File: config.mk
export PLATFORM = sky130hd
export DESIGN_NAME = oh_fifo_wr_arbiter
export DESIGN_NICKNAME = d
export VERILOG_FILES = /design/src/rtl/oh_fifo_wr_arbiter.sv
export SDC_FILE = /design/constraint.sdc
export NUM_CORES = 1
export LEC_CHECK = 0
export CAP_MARGIN = 15
export CORE_UTILIZATION = 32
export DETAILED_ROUTE_END_ITERATION = 8
export PLACE_DENSITY = 0.95
export SLEW_MARGIN = 40
export SYNTH_ARGS = -nofsm -noshare
export SYNTH_HDL_FRONTEND = slang
export SYNTH_SLANG_ARGS = --single-unit
File: constraint.sdc
create_clock -name wr_clk -period 4.1 [get_ports wr_clk]
set_input_delay 0.615 -clock wr_clk [delete_from_list [all_inputs] [get_ports wr_clk]]
set_output_delay 0.615 -clock wr_clk [all_outputs]
set_load 0.02 [all_outputs]
File: src/rtl/oh_fifo_wr_arbiter.sv
// Packet-atomic round-robin arbiter for the shared write port of the async FIFO.
// Words are tagged {owner id, last, data}; stalled packets are force-released after TIMEOUT.
module oh_fifo_wr_arbiter #(
    parameter int unsigned N       = 4,
    parameter int unsigned DW      = 32,
    parameter int unsigned IW      = $clog2(N),
    parameter int unsigned TIMEOUT = 64,
    parameter int unsigned TW      = $clog2(TIMEOUT + 1)
) (
    input  logic            wr_clk,
    input  logic            wr_nreset,
    input  logic [N-1:0]    req_valid,
    input  logic [N-1:0]    req_last,
    input  logic [N*DW-1:0] req_data,
    output logic [N-1:0]    req_ready,
    input  logic            fifo_full,
    input  logic            fifo_prog_full,
    output logic            fifo_wr_en,
    output logic [DW+IW:0]  fifo_din,
    output logic [N-1:0]    grant,
    output logic            busy,
    output logic            err_timeout,
    input  logic            err_clr
);

    typedef enum logic {StIdle, StLock} state_e;

    state_e        state_q;
    logic [N-1:0]  grant_q;
    logic [IW-1:0] grant_id_q;
    logic [IW-1:0] rr_ptr_q;
    logic [TW-1:0] stall_cnt_q;
    logic          err_timeout_q;

    logic [DW-1:0] data_arr [N];
    logic [IW-1:0] pick_id;
    logic [IW-1:0] cand;
    logic          pick_found;
    logic          lock;
    logic          owner_valid;
    logic          owner_last;
    logic          xfer;
    logic          stall;
    logic          timeout_hit;
    logic [IW-1:0] next_ptr;

    for (genvar i = 0; i < N; i++) begin : g_unpack
        assign data_arr[i] = req_data[i*DW +: DW];
    end

    // First valid requester at or after rr_ptr, wrapping modulo N.
    always_comb begin
        pick_found = 1'b0;
        pick_id    = '0;
        cand       = '0;
        for (int k = 0; k < int'(N); k++) begin
            if (int'(rr_ptr_q) + k >= int'(N)) begin
                cand = IW'(int'(rr_ptr_q) + k - int'(N));
            end else begin
                cand = IW'(int'(rr_ptr_q) + k);
            end
            if (!pick_found && req_valid[cand]) begin
                pick_found = 1'b1;
                pick_id    = cand;
            end
        end
    end

    always_comb begin
        lock        = (state_q == StLock);
        owner_valid = req_valid[grant_id_q];
        owner_last  = req_last[grant_id_q];
        xfer        = lock & owner_valid & ~fifo_full;
        // Backpressure with valid held is not a stall; only a missing valid counts.
        stall       = lock & ~owner_valid;
        timeout_hit = stall && (stall_cnt_q == TW'(TIMEOUT - 1));
        next_ptr    = (grant_id_q == IW'(N - 1)) ? '0 : grant_id_q + IW'(1);
    end

    always_comb begin
        req_ready  = (lock && !fifo_full) ? grant_q : '0;
        fifo_wr_en = xfer;
        fifo_din   = {grant_id_q, lock & owner_last, data_arr[grant_id_q]};
    end

    always_ff @(posedge wr_clk or negedge wr_nreset) begin
        if (!wr_nreset) begin
            state_q       <= StIdle;
            grant_q       <= '0;
            grant_id_q    <= '0;
            rr_ptr_q      <= '0;
            stall_cnt_q   <= '0;
            err_timeout_q <= 1'b0;
        end else begin
            if (err_clr) begin
                err_timeout_q <= 1'b0;
            end
            case (state_q)
                StIdle: begin
                    if (pick_found && !fifo_prog_full) begin
                        state_q     <= StLock;
                        grant_id_q  <= pick_id;
                        grant_q     <= N'(1) << pick_id;
                        stall_cnt_q <= '0;
                    end
                end
                StLock: begin
                    if (xfer) begin
                        stall_cnt_q <= '0;
                        if (owner_last) begin
                            state_q  <= StIdle;
                            grant_q  <= '0;
                            rr_ptr_q <= next_ptr;
                        end
                    end else if (timeout_hit) begin
                        state_q       <= StIdle;
                        grant_q       <= '0;
                        rr_ptr_q      <= next_ptr;
                        stall_cnt_q   <= '0;
                        err_timeout_q <= 1'b1;
                    end else if (stall) begin
                        stall_cnt_q <= stall_cnt_q + TW'(1);
                    end
                end
                default: state_q <= StIdle;
            endcase
        end
    end

    assign grant       = grant_q;
    assign busy        = (state_q == StLock);
    assign err_timeout = err_timeout_q;

endmodule

==> results of run 1 <==
==> power by group <==
| part | internal, µW | total [µW] | leakage (µW) | switching, µW |
|---|---|---|---|---|
| logic | 887 | 1560 | 0.00115 | 676 |
| clock network | 67.5 | 126 | 0.0000255 | 58.7 |
| registers | 221 | 341 | 0.000220 | 120 |
==> area by class of cell <==
cell class | count | area [µm²] | share of cell area [%]
multi-input combinational | 114 | 1330 | 35.1
clock buffer | 3 | 41.3 | 1.09
tap | 70 | 87.6 | 2.31
sequential | 17 | 427 | 11.3
inverter | 2 | 7.51 | 0.198
clock inverter | 1 | 5.00 | 0.132
timing repair buffer | 189 | 1890 | 49.9
==> flip-flops by register name, summed over array words and instances, names as in the netlist <==
register,flops
stall_cnt_q,7
grant_id_q,2
busy,1
grant,4
err_timeout,1
rr_ptr_q,2
==> final timing paths <==
path,startpoint,end,cells past startpoint
max in group asynchronous,wr_nreset,grant_id_q[0],1
worst max register to register,grant_id_q[0],rr_ptr_q[0],5
worst max-delay path,grant_id_q[0],fifo_din[9],3
worst min register to register,grant[2],grant[2],1
worst min-delay path,wr_nreset,stall_cnt_q[2],1
min in group wr_clk,grant[2],grant[2],1
==> routing by layer <==
metal / track usage (%) / wire length (µm) / vias up
li1: - / - / 963
met1: 32.4 / 3000 / 1049
met2: 49.6 / 4190 / 125
met3: 6.79 / 651 / 19
met4: 6.98 / 204 / 0
met5: 0 / 0 / -
==> per-stage QoR <==
step | setup WS (ns) | area (µm²) | cells | total power [µW] | util, %
2_1_floorplan | 1.76 | 1810 | 142 | 1240 | -
3_3_place_gp | 1.10 | 3750 | 392 | 1870 | 71.1
5_1_grt | 0.878 | 3790 | 396 | 2140 | 71.9
4_1_cts | 0.970 | 3790 | 396 | 2040 | 72.0
3_5_place_dp | 1.07 | 3750 | 392 | 1900 | 71.1
6_report | 1.01 | 3790 | 396 | 2030 | 71.9
==> layout by cell type, fill, tap and decap left out, drive strengths merged, types with 2 or more instances in the layout <==
master | Yosys | routed
nand2 | 4 | 4
o2bb2ai | 2 | 2
nor3 | 2 | 2
nor2 | 6 | 6
mux2i | 3 | 3
nand3 | 2 | 2
a21oi | 5 | 5
nand2b | 6 | 6
o21ai | 10 | 10
o22ai | 4 | 4
dfrtp | 17 | 17
mux2 | 4 | 4
buf | 6 | 4
inv | 2 | 2
a21o | 2 | 2
nor2b | 2 | 2
o21a | 2 | 2
and2 | 6 | 6
or3 | 2 | 2
a22o | 3 | 3
nor3b | 2 | 2
ha | 2 | 2
mux4 | 34 | 34
clkdlybuf4s50 | 0 | 185
clkbuf | 3 | 3
==> critical path, cell delays in order (launching register included) <==
cell	delay, ns
dfrtp_2	0.86
buf_12	0.26
mux4_2	0.53
clkdlybuf4s50_1	0.57
==> cells by family after synthesis <==
group           after synthesis  synth area share [%]
compound gates               33                  12.1
fa+ha+maj                     2                  1.39
buf+inv                      11                  2.84
flops                        17                  23.6
mux                          41                  47.0
simple gates                 38                  13.1
==> flow_metrics.tcl, run 1 <==
set metrics [dict create \
    ys_top_cells_by_count "mux4_2, dfrtp_1, o21ai_0" \
    yosys_warnings 0 \
    synth.avg_cell_area_um2 12.7 \
    cts_root_buffer "clkbuf_8" \
    ios 187 \
    grt_overflow_total 0 \
    antenna_found_initial 0 \
    final.period_utilization_pct 75.4 \
    post_cts_resized 0 \
    ys_async_sr_fraction_pct 100 \
    synth-seq-cells 17 \
    final.setup_skew_ns 0.00306 \
    critPathRequiredTime_ns 3.48 \
    drt_pass1_iterations 4 \
    worstMarginPinSlew_ns 0.749 \
    synth-main-ff-cell "dfrtp_1" \
    synth_edf_count 0 \
    cts_hold_buf 0 \
    holdWs_ns 0.270 \
    setup_viol 0 \
    cts_setup_buffers 0 \
    dieArea_um2 5950 \
    coreArea_um2 5270 \
    totalNegativeSetupSlack_ns 0 \
    synth_cell_types 39 \
    area_delta_synth_final_pct 110 \
    clk_pin_slew_ns 0.07 \
    diodes 0 \
    die_w_um 77.1 \
    leakage_uw 0.00140 \
    syn_nets 285 \
    dr.first_iter.drc_count 67 \
    syn-instance-count 142 \
    fillers 389 \
    start_util_pct 34.3 \
    rsz0062_at_grt "false" \
    grt_pass1_wl_um 12600 \
    rows 26 \
    arrival_ns 2.48 \
    num-nets-final 470 \
    synth_most_common_cell "mux4_2" \
    p_per_area_nw_per_um2 536 \
    synthTopCellsByArea "mux4_2, dfrtp_1, o21ai_0" \
    drc 0 \
    period_minus_slack_ns 3.09 \
    critPathKind "reg -> out" \
    wl_um 8050 \
    cp-start-kind "register" \
    tritoncts "done" \
    fp.dieH_um 77.1 \
    insertion_delay_ns 0.25 \
    netlist.area_leader.share_pct 42.4 \
    synth_largest_area_cell "mux4_2" \
    syn_area_um2 1810 \
    cp_max_fo 25 \
    finalHoldViolCount 0 \
    endpoint_kind "output pin" \
    cap_violations 0 \
    dp_hpwl_um 6700 \
    h-tree-depth 1 \
    grt_max_degree 27 \
    ant_nets 0 \
    track_usage_pct 27.5 \
    slew_headroom_pct 50.0 \
    gp_congestion 0.835 \
    r2r_slack_ns 1.59 \
    cts_made_buffers 3 \
    ys_seq_area_share_pct 23.6 \
    port_buffers 186 \
    wire_per_inst_um 20.3 \
    fmax_ghz 0.323 \
    cts_sinks 17 \
    drive_gt1_share_pct 15.6 \
    grt_pass1_vias 2290 \
    vias 2156 \
    drv_slew 0 \
    viasPerCell 5.44 \
    hold_path_class "in -> async" \
    peakVddDrop_v 0.000423 \
    status "finished clean" \
    clockBufferDepth 2 \
]
Note: power is estimated with default switching activity, not from simulation.
==> run 2: changes to the inputs <==
- CORE_UTILIZATION: 32 -> 29
- PLACE_DENSITY: 0.95 -> 0.91
- clock period: 4.1 -> 2.9 ns (I/O delays scaled with it)
==> flow_metrics.tcl, run 2 (same netlist as run 1, synthesis figures left out) <==
set metrics [dict create \
    status "finished clean" \
    leakage_uw 0.00141 \
    grt_pass1_wl_um 11100 \
    endpoint_kind "output pin" \
    totalNegativeSetupSlack_ns 0 \
    grt_pass1_vias 2177 \
    arrival_ns 2.25 \
    cp-start-kind "primary input" \
    hold_path_class "in -> async" \
    die_w_um 80.9 \
    fmax_ghz 0.373 \
    p_total_uw 2850 \
    worstMarginPinSlew_ns 0.478 \
    viasPerCell 5.21 \
    final_core_util_pct 64.0 \
    final_cell_count_no_fill 405 \
    final_common_cell "clkdlybuf4s50_1" \
    cts_sinks 17 \
    clk_pin_slew_ns 0.07 \
    tritoncts "done" \
    final.period_utilization_pct 92.4 \
    fp.dieH_um 80.9 \
    cap_violations 0 \
    rsz0062_at_grt "false" \
    start_util_pct 30.3 \
    antenna_found_initial 0 \
    ios 187 \
    gp_congestion 0.900 \
    drv_slew 0 \
    placed_cells 401 \
    dr.first_iter.drc_count 72 \
    track_usage_pct 22.2 \
    cp_max_fo 7 \
    dp_hpwl_um 6460 \
    period_minus_slack_ns 2.68 \
    drt_pass1_iterations 5 \
    largest-register "stall_cnt_q" \
    drc 0 \
    critPathRequiredTime_ns 2.47 \
    cts_hold_buf 0 \
    dieArea_um2 6550 \
    final_cell_mix "clkdlybuf4s50_1, mux4_2, dfrtp_1" \
    critPathKind "in -> out" \
    cts_made_buffers 3 \
    slew_headroom_pct 68.1 \
    area_delta_synth_final_pct 111 \
    drive_gt1_share_pct 16.7 \
    post_cts_resized 0 \
    final.setup_skew_ns 0.00751 \
    wire_per_inst_um 18.5 \
    h-tree-depth 1 \
    grt_max_degree 23 \
    wl_um 7500 \
    vias 2110 \
    grt_overflow_total 0 \
    p_per_area_nw_per_um2 748 \
    finalHoldViolCount 0 \
    largest_reg_flops 7 \
    setup_viol 0 \
    ant_nets 0 \
    cts_setup_buffers 0 \
    rows 28 \
    cts_root_buffer "clkbuf_8" \
    setup_slack_ns 0.220 \
    peakVddDrop_v 0.000682 \
    port_buffers 186 \
    coreArea_um2 5960 \
    num-nets-final 474 \
    pre_cts_slack_ns 0.226 \
    diodes 0 \
    insertion_delay_ns 0.25 \
    clockBufferDepth 2 \
]
## run 2: cell type report
| type | instances | area (µm²) |
|---|---|---|
| Clock buffer | 3 | 41.3 |
| Clock inverter | 1 | 5.00 |
| Fill cell | 479 | 2140 |
| Inverter | 2 | 7.51 |
| Multi-Input combinational cell | 114 | 1330 |
| Sequential cell | 17 | 427 |
| Tap cell | 75 | 93.8 |
| Timing Repair Buffer | 193 | 1910 |
## run 2: final timing paths
| kind | start | endpoint | slack, ns | depth (start not counted) |
|---|---|---|---|---|
| worst max-delay path | req_valid[0] | fifo_wr_en | 0.22 | 4 |
| worst min-delay path | wr_nreset | rr_ptr_q[1] | 0.09 | 1 |
| worst max register to register | grant_id_q[1] | stall_cnt_q[5] | 0.80 | 6 |
| worst min register to register | grant[0] | grant[0] | 0.52 | 1 |
| max in group asynchronous | wr_nreset | grant_id_q[0] | 2.50 | 1 |
| min in group wr_clk | grant[0] | grant[0] | 0.52 | 1 |
## run 2: per-layer routing
layer | track usage (%) | part of all wire [%] | up-vias
li1 | - | - | 968
met1 | 27.4 | 38 | 1005
met2 | 39.1 | 52 | 124
met3 | 4.94 | 8.5 | 13
met4 | 5.54 | 2.0 | 0
met5 | 0 | 0 | -
## run 2: report_power, final
| group | total, µW | internal [µW] | switching [µW] | leakage [µW] |
|---|---|---|---|---|
| combinational | 2250 | 1250 | 1000 | 0.00117 |
| clock | 178 | 95.4 | 82.8 | 0.0000255 |
| sequential | 419 | 315 | 104 | 0.000220 |
## run 2: stage by stage
step                area [µm²]  hold WS [ns]
finish                    3810        0.0928
global route              3810         0.111
CTS                       3820         0.526
detailed placement        3770         0.496
global placement          3770         0.504
floorplan                 1810         0.139
## run 2: worst max-delay path: stages
cell	delay (ns)
clkdlybuf4s50_1	0.53
mux4_2	0.56
and2_1	0.18
clkdlybuf4s50_1	0.54
